**src/rtl/imem_arbiter_if.sv**
```systemverilog
// Instruction-memory arbiter bus: two fetch requesters plus the ROM port.
// The arbiter connects through the slave modport; the requester/ROM side
// (the surrounding system or a testbench) uses the master modport.
interface imem_arbiter_if #(
  parameter int ADDR_W = 64,
  parameter int DATA_W = 32
);
  // requester 0 (CPU fetch)
  logic              req0_valid;
  logic [ADDR_W-1:0] req0_addr;
  logic              req0_ready;
  logic              rsp0_valid;
  logic [DATA_W-1:0] rsp0_data;
  logic              rsp0_err;
  logic              rsp0_ready;

  // requester 1 (test/debug fetch)
  logic              req1_valid;
  logic [ADDR_W-1:0] req1_addr;
  logic              req1_ready;
  logic              rsp1_valid;
  logic [DATA_W-1:0] rsp1_data;
  logic              rsp1_err;
  logic              rsp1_ready;

  // ROM port
  logic              mem_ce;
  logic [ADDR_W-1:0] mem_addr;
  logic [DATA_W-1:0] mem_rdata;

  modport slave (
    input  req0_valid, req0_addr, rsp0_ready,
    output req0_ready, rsp0_valid, rsp0_data, rsp0_err,
    input  req1_valid, req1_addr, rsp1_ready,
    output req1_ready, rsp1_valid, rsp1_data, rsp1_err,
    output mem_ce, mem_addr,
    input  mem_rdata
  );

  modport master (
    output req0_valid, req0_addr, rsp0_ready,
    input  req0_ready, rsp0_valid, rsp0_data, rsp0_err,
    output req1_valid, req1_addr, rsp1_ready,
    input  req1_ready, rsp1_valid, rsp1_data, rsp1_err,
    input  mem_ce, mem_addr,
    output mem_rdata
  );
endinterface

```
**src/rtl/imem_arbiter.sv**
```systemverilog
// Two-requester instruction-memory arbiter in front of a combinational ROM.
// One transaction in flight: IDLE (grant) -> ACCESS (ROM read) -> RESP
// (hold response until the owner consumes it). Ties are broken round-robin.
// Misaligned addresses never touch the ROM and return err=1, data=0.
module imem_arbiter #(
  parameter int ADDR_W = 64,
  parameter int DATA_W = 32
) (
  input  logic          clk,
  input  logic          rst,
  imem_arbiter_if.slave bus
);

  typedef enum logic [1:0] {IDLE, ACCESS, RESP} state_t;

  state_t            state_reg;
  logic              last_grant_reg;
  logic              owner_reg;
  logic              hold_reg;      // suppresses grants in the first cycle after reset
  logic [DATA_W-1:0] data_reg;
  logic              err_reg;
  logic              mem_ce_reg;
  logic [ADDR_W-1:0] mem_addr_reg;
  logic [1:0]        rsp_valid_reg;

  logic [1:0]        req_valid;
  logic [1:0]        rsp_ready;
  logic [1:0]        grant;
  logic              win;
  logic              can_grant;
  logic [ADDR_W-1:0] win_addr;
  logic              win_aligned;

  assign req_valid = {bus.req1_valid, bus.req0_valid};
  assign rsp_ready = {bus.rsp1_ready, bus.rsp0_ready};

  // Grant decision: only in IDLE, never during or right after reset;
  // on a tie the requester not granted last wins.
  always_comb begin
    can_grant   = (state_reg == IDLE) && !hold_reg && !rst;
    win         = (req_valid == 2'b11) ? ~last_grant_reg : req_valid[1];
    win_addr    = win ? bus.req1_addr : bus.req0_addr;
    win_aligned = (win_addr[1:0] == 2'b00);
    grant       = 2'b00;
    if (can_grant && (req_valid != 2'b00)) begin
      grant = win ? 2'b10 : 2'b01;
    end
  end

  // Transaction FSM with registered ROM-port and response outputs.
  always_ff @(posedge clk) begin
    if (rst) begin
      state_reg      <= IDLE;
      last_grant_reg <= 1'b1;
      owner_reg      <= 1'b0;
      hold_reg       <= 1'b1;
      data_reg       <= '0;
      err_reg        <= 1'b0;
      mem_ce_reg     <= 1'b0;
      mem_addr_reg   <= '0;
      rsp_valid_reg  <= 2'b00;
    end else begin
      hold_reg <= 1'b0;
      case (state_reg)
        IDLE: begin
          if (grant != 2'b00) begin
            owner_reg      <= win;
            last_grant_reg <= win;
            // The ROM sees the address only when it is word aligned.
            mem_ce_reg     <= win_aligned;
            mem_addr_reg   <= win_aligned ? win_addr : '0;
            state_reg      <= ACCESS;
          end
        end
        ACCESS: begin
          mem_ce_reg   <= 1'b0;
          mem_addr_reg <= '0;
          if (mem_ce_reg) begin
            data_reg <= bus.mem_rdata;
            err_reg  <= 1'b0;
          end else begin
            data_reg <= '0;
            err_reg  <= 1'b1;
          end
          rsp_valid_reg <= owner_reg ? 2'b10 : 2'b01;
          state_reg     <= RESP;
        end
        RESP: begin
          if (rsp_ready[owner_reg]) begin
            rsp_valid_reg <= 2'b00;
            data_reg      <= '0;
            err_reg       <= 1'b0;
            state_reg     <= IDLE;
          end
        end
        default: state_reg <= IDLE;
      endcase
    end
  end

  // Outputs are forced quiet while reset is asserted; response payload is
  // only visible on the owner's channel while its valid is high.
  assign bus.req0_ready = grant[0];
  assign bus.req1_ready = grant[1];

  assign bus.rsp0_valid = rsp_valid_reg[0] && !rst;
  assign bus.rsp1_valid = rsp_valid_reg[1] && !rst;
  assign bus.rsp0_data  = bus.rsp0_valid ? data_reg : '0;
  assign bus.rsp1_data  = bus.rsp1_valid ? data_reg : '0;
  assign bus.rsp0_err   = bus.rsp0_valid && err_reg;
  assign bus.rsp1_err   = bus.rsp1_valid && err_reg;

  assign bus.mem_ce   = mem_ce_reg && !rst;
  assign bus.mem_addr = rst ? '0 : mem_addr_reg;

endmodule

```
**src/flat_wrapper.sv**
```systemverilog
// flat-port wrapper written by rule: the top's interface ports become plain ports
module imem_arbiter_flat 
#(
  parameter int ADDR_W = 64,
  parameter int DATA_W = 32
)
  (clk, rst, bus_req0_valid, bus_req0_addr, bus_rsp0_ready, bus_req0_ready, bus_rsp0_valid, bus_rsp0_data, bus_rsp0_err, bus_req1_valid, bus_req1_addr, bus_rsp1_ready, bus_req1_ready, bus_rsp1_valid, bus_rsp1_data, bus_rsp1_err, bus_mem_ce, bus_mem_addr, bus_mem_rdata);
  imem_arbiter_if #(.ADDR_W(ADDR_W), .DATA_W(DATA_W)) bus_i ();
  input  logic clk;
  input  logic rst;
  input wire logic [$bits(bus_i.req0_valid)-1:0] bus_req0_valid;
  input wire logic [$bits(bus_i.req0_addr)-1:0] bus_req0_addr;
  input wire logic [$bits(bus_i.rsp0_ready)-1:0] bus_rsp0_ready;
  output wire logic [$bits(bus_i.req0_ready)-1:0] bus_req0_ready;
  output wire logic [$bits(bus_i.rsp0_valid)-1:0] bus_rsp0_valid;
  output wire logic [$bits(bus_i.rsp0_data)-1:0] bus_rsp0_data;
  output wire logic [$bits(bus_i.rsp0_err)-1:0] bus_rsp0_err;
  input wire logic [$bits(bus_i.req1_valid)-1:0] bus_req1_valid;
  input wire logic [$bits(bus_i.req1_addr)-1:0] bus_req1_addr;
  input wire logic [$bits(bus_i.rsp1_ready)-1:0] bus_rsp1_ready;
  output wire logic [$bits(bus_i.req1_ready)-1:0] bus_req1_ready;
  output wire logic [$bits(bus_i.rsp1_valid)-1:0] bus_rsp1_valid;
  output wire logic [$bits(bus_i.rsp1_data)-1:0] bus_rsp1_data;
  output wire logic [$bits(bus_i.rsp1_err)-1:0] bus_rsp1_err;
  output wire logic [$bits(bus_i.mem_ce)-1:0] bus_mem_ce;
  output wire logic [$bits(bus_i.mem_addr)-1:0] bus_mem_addr;
  input wire logic [$bits(bus_i.mem_rdata)-1:0] bus_mem_rdata;
  assign bus_i.req0_valid = bus_req0_valid;
  assign bus_i.req0_addr = bus_req0_addr;
  assign bus_i.rsp0_ready = bus_rsp0_ready;
  assign bus_req0_ready = bus_i.req0_ready;
  assign bus_rsp0_valid = bus_i.rsp0_valid;
  assign bus_rsp0_data = bus_i.rsp0_data;
  assign bus_rsp0_err = bus_i.rsp0_err;
  assign bus_i.req1_valid = bus_req1_valid;
  assign bus_i.req1_addr = bus_req1_addr;
  assign bus_i.rsp1_ready = bus_rsp1_ready;
  assign bus_req1_ready = bus_i.req1_ready;
  assign bus_rsp1_valid = bus_i.rsp1_valid;
  assign bus_rsp1_data = bus_i.rsp1_data;
  assign bus_rsp1_err = bus_i.rsp1_err;
  assign bus_mem_ce = bus_i.mem_ce;
  assign bus_mem_addr = bus_i.mem_addr;
  assign bus_i.mem_rdata = bus_mem_rdata;
  imem_arbiter #(.ADDR_W(ADDR_W), .DATA_W(DATA_W)) u_core (.clk(clk), .rst(rst), .bus(bus_i));
endmodule
```
**config.mk**
```make
export PLATFORM = sky130hd
export DESIGN_NAME = imem_arbiter_flat
export DESIGN_NICKNAME = d
export VERILOG_FILES = /design/src/rtl/imem_arbiter_if.sv /design/src/rtl/imem_arbiter.sv /design/src/flat_wrapper.sv
export SDC_FILE = /design/constraint.sdc
export NUM_CORES = 1
export LEC_CHECK = 0
export CAP_MARGIN = 20
export CORE_MARGIN = 2
export CORE_UTILIZATION = 35
export CTS_CLUSTER_SIZE = 14
export DETAILED_ROUTE_END_ITERATION = 10
export GPL_ROUTABILITY_DRIVEN = 0
export PLACE_DENSITY = 0.85
export SLEW_MARGIN = 20
export SYNTH_ARGS = -nofsm -noshare
export SYNTH_HDL_FRONTEND = slang
export SYNTH_SLANG_ARGS = --single-unit
```
**constraint.sdc**
```tcl
create_clock -name clk -period 1.35 [get_ports clk]
set_input_delay 0.2025 -clock clk [delete_from_list [all_inputs] [get_ports clk]]
set_output_delay 0.2025 -clock clk [all_outputs]
set_load 0.03 [all_outputs]
```
-- Yosys cells after proc, flatten, opt, wreduce, memory -nomap -nowiden
Index checks and enable logic that the tools add are counted.
- input port bits: 166
- logic and storage cells: 62
- bits in registers: 105
- reductions and logical operators: 20
- magnitude comparators: 1
- mux-type cells: 26
- bitwise operators: 1
- eq/ne operators: 5
- operator list (kind ; number):
    $mux 64 ; 4
    $mux 32 ; 4
    $pmux 64 s2 ; 1
    $pmux 32 s2 ; 1
    $mux 2 ; 5
    $logic_and 1x1->1 ; 8
    $reduce_and 2->1 ; 4
    $reduce_bool 2->1 ; 4
    $mux 1 ; 7
    $pmux 2 s3 ; 1
    $eq 2x2->1 const B ; 2
    $logic_not 2->1 ; 2
    $pmux 1 s2 ; 2
    $pmux 2 s2 ; 1
    $eq 2x1->1 const B ; 1
    $logic_not 1->1 ; 2
    $lt 1x2->1 const B ; 1
    $ne 2x1->1 const B ; 1
    $ne 2x2->1 const B ; 1
    $not 1->1 ; 1

-- Logic depth before layout (Yosys ltp)
Gate-level depths: netlist (run 1).
- depth in word-level cells: 8
- mapped depth: 6
- depth with buffers taken out: 5

-- Worst setup path before layout (run 1)
No wires, ideal clock.
- path kind: input to output
- start: in rst
- end: out bus_rsp0_data[22]
- stages: 4
- required time: 1.148 ns
- data arrival time: 1.407 ns
- path buffers: 2
- path slack: -0.259 ns
- cells stage by stage: buf_2 > nor2b_1 > clkbuf_1 > and2_1
- cells in the longest elaborated chain, start to end: 3
- ends and longest elaborated chain (item ; line ; RTL):
    start: declaration ; flat_wrapper.sv:10 ; input logic rst;
    $logic_not 1->1 ; imem_arbiter.sv:106 ; assign bus.rsp0_valid = rsp_valid_reg[0] && !rst;
    $logic_and 1x1->1 ; imem_arbiter.sv:106 ;
    net bus_rsp0_valid ; flat_wrapper.sv:15 ; output wire logic [$bits(bus_i.rsp0_valid)-1:0] bus_rsp0_valid;
    $mux 32 ; imem_arbiter.sv:108 ; assign bus.rsp0_data = bus.rsp0_valid ? data_reg : '0;
    end: declaration ; flat_wrapper.sv:16 ; output wire logic [$bits(bus_i.rsp0_data)-1:0] bus_rsp0_data;
The timed path passes the listed nets, and every way through them passes these cells.

-- Worst setup path in the final report (run 1)
- start: reg u_core.state_reg[1]
- end: out bus_req0_ready
- cells in the longest elaborated chain, start to end: 5
- ends and longest elaborated chain (item ; line ; RTL):
    start: declaration ; imem_arbiter.sv:16 ; state_t state_reg;
    start signal: assignment ; imem_arbiter.sv:53 ; state_reg <= IDLE;
    start signal: assignment ; imem_arbiter.sv:72 ; state_reg <= ACCESS;
    start signal: assignment ; imem_arbiter.sv:86 ; state_reg <= RESP;
    $logic_not 2->1 ; imem_arbiter.sv:40 ; can_grant = (state_reg == IDLE) && !hold_reg && !rst;
    $logic_and 1x1->1 (2 in series) ; imem_arbiter.sv:40 ;
    $logic_and 1x1->1 ; imem_arbiter.sv:45 ; if (can_grant && (req_valid != 2'b00)) begin
    $mux 2 ; imem_arbiter.sv:45 ;
    end: declaration ; flat_wrapper.sv:14 ; output wire logic [$bits(bus_i.req0_ready)-1:0] bus_req0_ready;
No other way between the ends.

==> flow_summary.json, run 1 <==
{
  "violations": "negative setup slack",
  "num_rows": 44,
  "worstSkewPairLatency_ns": 0.36,
  "drive_gt1_frac": 0.366,
  "setup_viol": 141,
  "layout_commonest_cell": "clkdlybuf4s50_1",
  "crit_fanout": 3,
  "min_period_ns": 1.59,
  "syn2layout_area_growth_pct": 98.1,
  "slew_viol_final": 0,
  "critPathRequiredTime_ns": 1.15,
  "clk_pin_slew_ns": 0.07,
  "grt_pass1_wl_um": 30100,
  "slew-limit-headroom": 0.662,
  "crit_chain": "nor2_2, o211ai_1, buf_4, buf_12, nor2_4, buf_12",
  "worstPathArrival_ns": 1.39,
  "switching_share": 0.275,
  "core_area_um2": 14500,
  "power_frac_comb": 0.238,
  "synth_seq_area_share": 0.408,
  "critPathKind": "reg -> out",
  "synth_area_um2": 5150,
  "cts_root_buffer": "clkbuf_16",
  "mostFrequentLayoutCells": "clkdlybuf4s50_1, dfxtp_1, buf_4",
  "timing.hold.ws_ns": 0.0936,
  "max_freq_mhz": 628,
  "ios": 301,
  "crit_buf_inv": 3,
  "hpwl_um": 13000,
  "antenna_found_initial": 0,
  "cp_slowest_cell": "dfxtp_2",
  "firstDrtPassIters": 4,
  "ant_nets": 0,
  "cts_tree": "built",
  "vdd_drop_max_mv": 0.592,
  "grt_setup_unrepaired": "true",
  "grt_pass1_vias": 5655,
  "routed_wl_um": 21500,
  "viasPerCell": 5.41,
  "postCtsHoldBufs": 0,
  "dieArea_um2": 15700,
  "power_w": 0.00777,
  "p_sw_w": 0.00213,
  "wl_per_cell_um": 18.9,
  "tns_ns": -19.25,
  "skew_ns": 0.00938,
  "initial_core_util": 0.356,
  "status": "finished, violations left",
  "cts_buffers": 9,
  "grt_max_degree": 52,
  "die_height_um": 125,
  "clockBufferDepth": 2,
  "drtIter0Drc": 379,
  "finalWorstSetupSlack_ns": -0.242,
  "syn_nets": 794,
  "seq_power_share": 0.411,
  "hold_class": "in -> reg",
  "crit_top_cell": "buf_12",
  "drc": 0,
  "grt_util_all_layers": 0.240,
  "vias": 6156,
  "syn_avg_cell_area_um2": 8.21,
  "synth_seq_cells": 105,
  "crit_family": "buffers and inverters",
  "worst_pin_slew_ns": 0.506,
  "largest_reg_flops": 64,
  "antennaDiodeCount": 0,
  "worst_path_largest_cell_delay_ns": 0.33,
  "critPathLaunchType": "flip-flop",
  "die_w_um": 125,
  "leakagePower_nw": 4.17,
  "cts.sinks": 105,
  "cts.htree.levels": 3,
  "netlist_instances": 628,
  "power_density_nw_per_um2": 761,
  "portBuffers": 300,
  "grt_overflow": 0,
  "synth_warnings": 0,
  "end_kind": "primary output",
  "maxCapViolations": 0,
  "clkPwrFrac": 0.351,
  "p_int_w": 0.00564,
  "post-route-period-util": 1.18,
  "ys_types": 28,
  "hold_viol": 0,
  "nNetsFinal": 1114
}
worst register-to-register path, stage by stage, from the launching register on:
cell and delay, ns:
dfxtp_2 0.33, mux2i_2 0.15, nand3b_4 0.16, and3b_2 0.28, buf_6 0.14, buf_12 0.13, a22o_1 0.23
power groups by stage:
stage / sequential (W) / clock [W] / combinational (W)
floorplan: 0.00326 / 0 / 0.000577
global placement: 0.00326 / 0 / 0.00139
detailed placement: 0.00326 / 0 / 0.00141
CTS: 0.00319 / 0.00280 / 0.00156
global route: 0.00320 / 0.00292 / 0.00194
finish: 0.00319 / 0.00273 / 0.00185
cells in the mapped netlist:
cell,instances,share of area
buf_6,1,0.0022
nand3b_4,1,0.0039
o211ai_1,1,0.0015
nand3_1,4,0.0039
and2_1,66,0.080
o21ai_1,1,0.00097
nor3_1,1,0.00097
buf_1,2,0.0015
dfxtp_1,105,0.41
a31oi_1,64,0.078
buf_2,16,0.016
and3_1,62,0.075
and3b_1,1,0.0017
a21boi_1,1,0.0015
a21oi_1,5,0.0049
o32ai_1,62,0.11
inv_2,2,0.0015
buf_8,3,0.0087
nand2_1,3,0.0022
inv_1,63,0.046
a22o_1,31,0.053
mux2i_1,2,0.0039
o22ai_1,1,0.0012
clkbuf_1,46,0.033
nor2b_1,6,0.0073
nand2b_1,2,0.0024
nor2_1,75,0.055
a211o_1,1,0.0017
final timing paths:
path | start | end | slack [ns] | cells past startpoint
max | u_core.state_reg[1] | bus_req0_ready | -0.24 | 6
max reg2reg | u_core.owner_reg | u_core.data_reg[24] | -0.18 | 6
min | rst | u_core.rsp_valid_reg[1] | 0.09 | 2
min reg2reg | u_core.rsp_valid_reg[1] | u_core.rsp_valid_reg[1] | 0.47 | 2
through the flow:
stage	cells	area, um^2	utilization	setup WS, ns
global placement	1086	8560	0.591	-0.705
detailed placement	1086	8560	0.591	-0.786
finish	1137	10200	0.705	-0.242
global route	1137	10200	0.705	-0.311
CTS	1122	9410	0.650	-0.288
floorplan	628	5210	-	-0.0147
area by class of cell:
class                           count  area, um^2
Fill cell                        1030        4270
Timing Repair Buffer              374        4160
Multi-Input combinational cell    393        3160
Sequential cell                   105        2110
Inverter                           65         249
Tap cell                          184         230
Clock buffer                       10         229
Clock inverter                      6        75.1
per-layer routing:
metal	vias up	GRT usage	part of all wire
li1	2874	-	-
met1	2897	0.273	0.38
met2	347	0.429	0.52
met3	38	0.0642	0.081
met4	0	0.0935	0.026
met5	-	0	0
logic make-up (layout without fill, tap and decap cells):
group,Yosys count,in the layout,share of synthesized area
and+or+nand+nor,221,224,0.232
AOI/OAI and AO/OA,167,167,0.247
buffers and inverters,133,455,0.109
DFF,105,105,0.408
muxes,2,2,0.00388
what timing repair did:
action,4_1_cts,5_1_grt
gates resized for setup,89,104
buffers inserted,14,9
pin swaps,18,21
setup endpoints to repair,164,160
gates cloned,6,7
No activity file was read; power rests on OpenSTA's default activity.
==> inputs of run 2 (changes only) <==
--- a/config.mk
+++ b/config.mk
@@ -12,7 +12,6 @@
 export DETAILED_ROUTE_END_ITERATION = 10
 export GPL_ROUTABILITY_DRIVEN = 0
 export PLACE_DENSITY = 0.85
-export SLEW_MARGIN = 20
 export SYNTH_ARGS = -nofsm -noshare
 export SYNTH_HDL_FRONTEND = slang
 export SYNTH_SLANG_ARGS = --single-unit
==> results of run 2 <==
Final layout, timing and power as in run 1 (identical DEF).
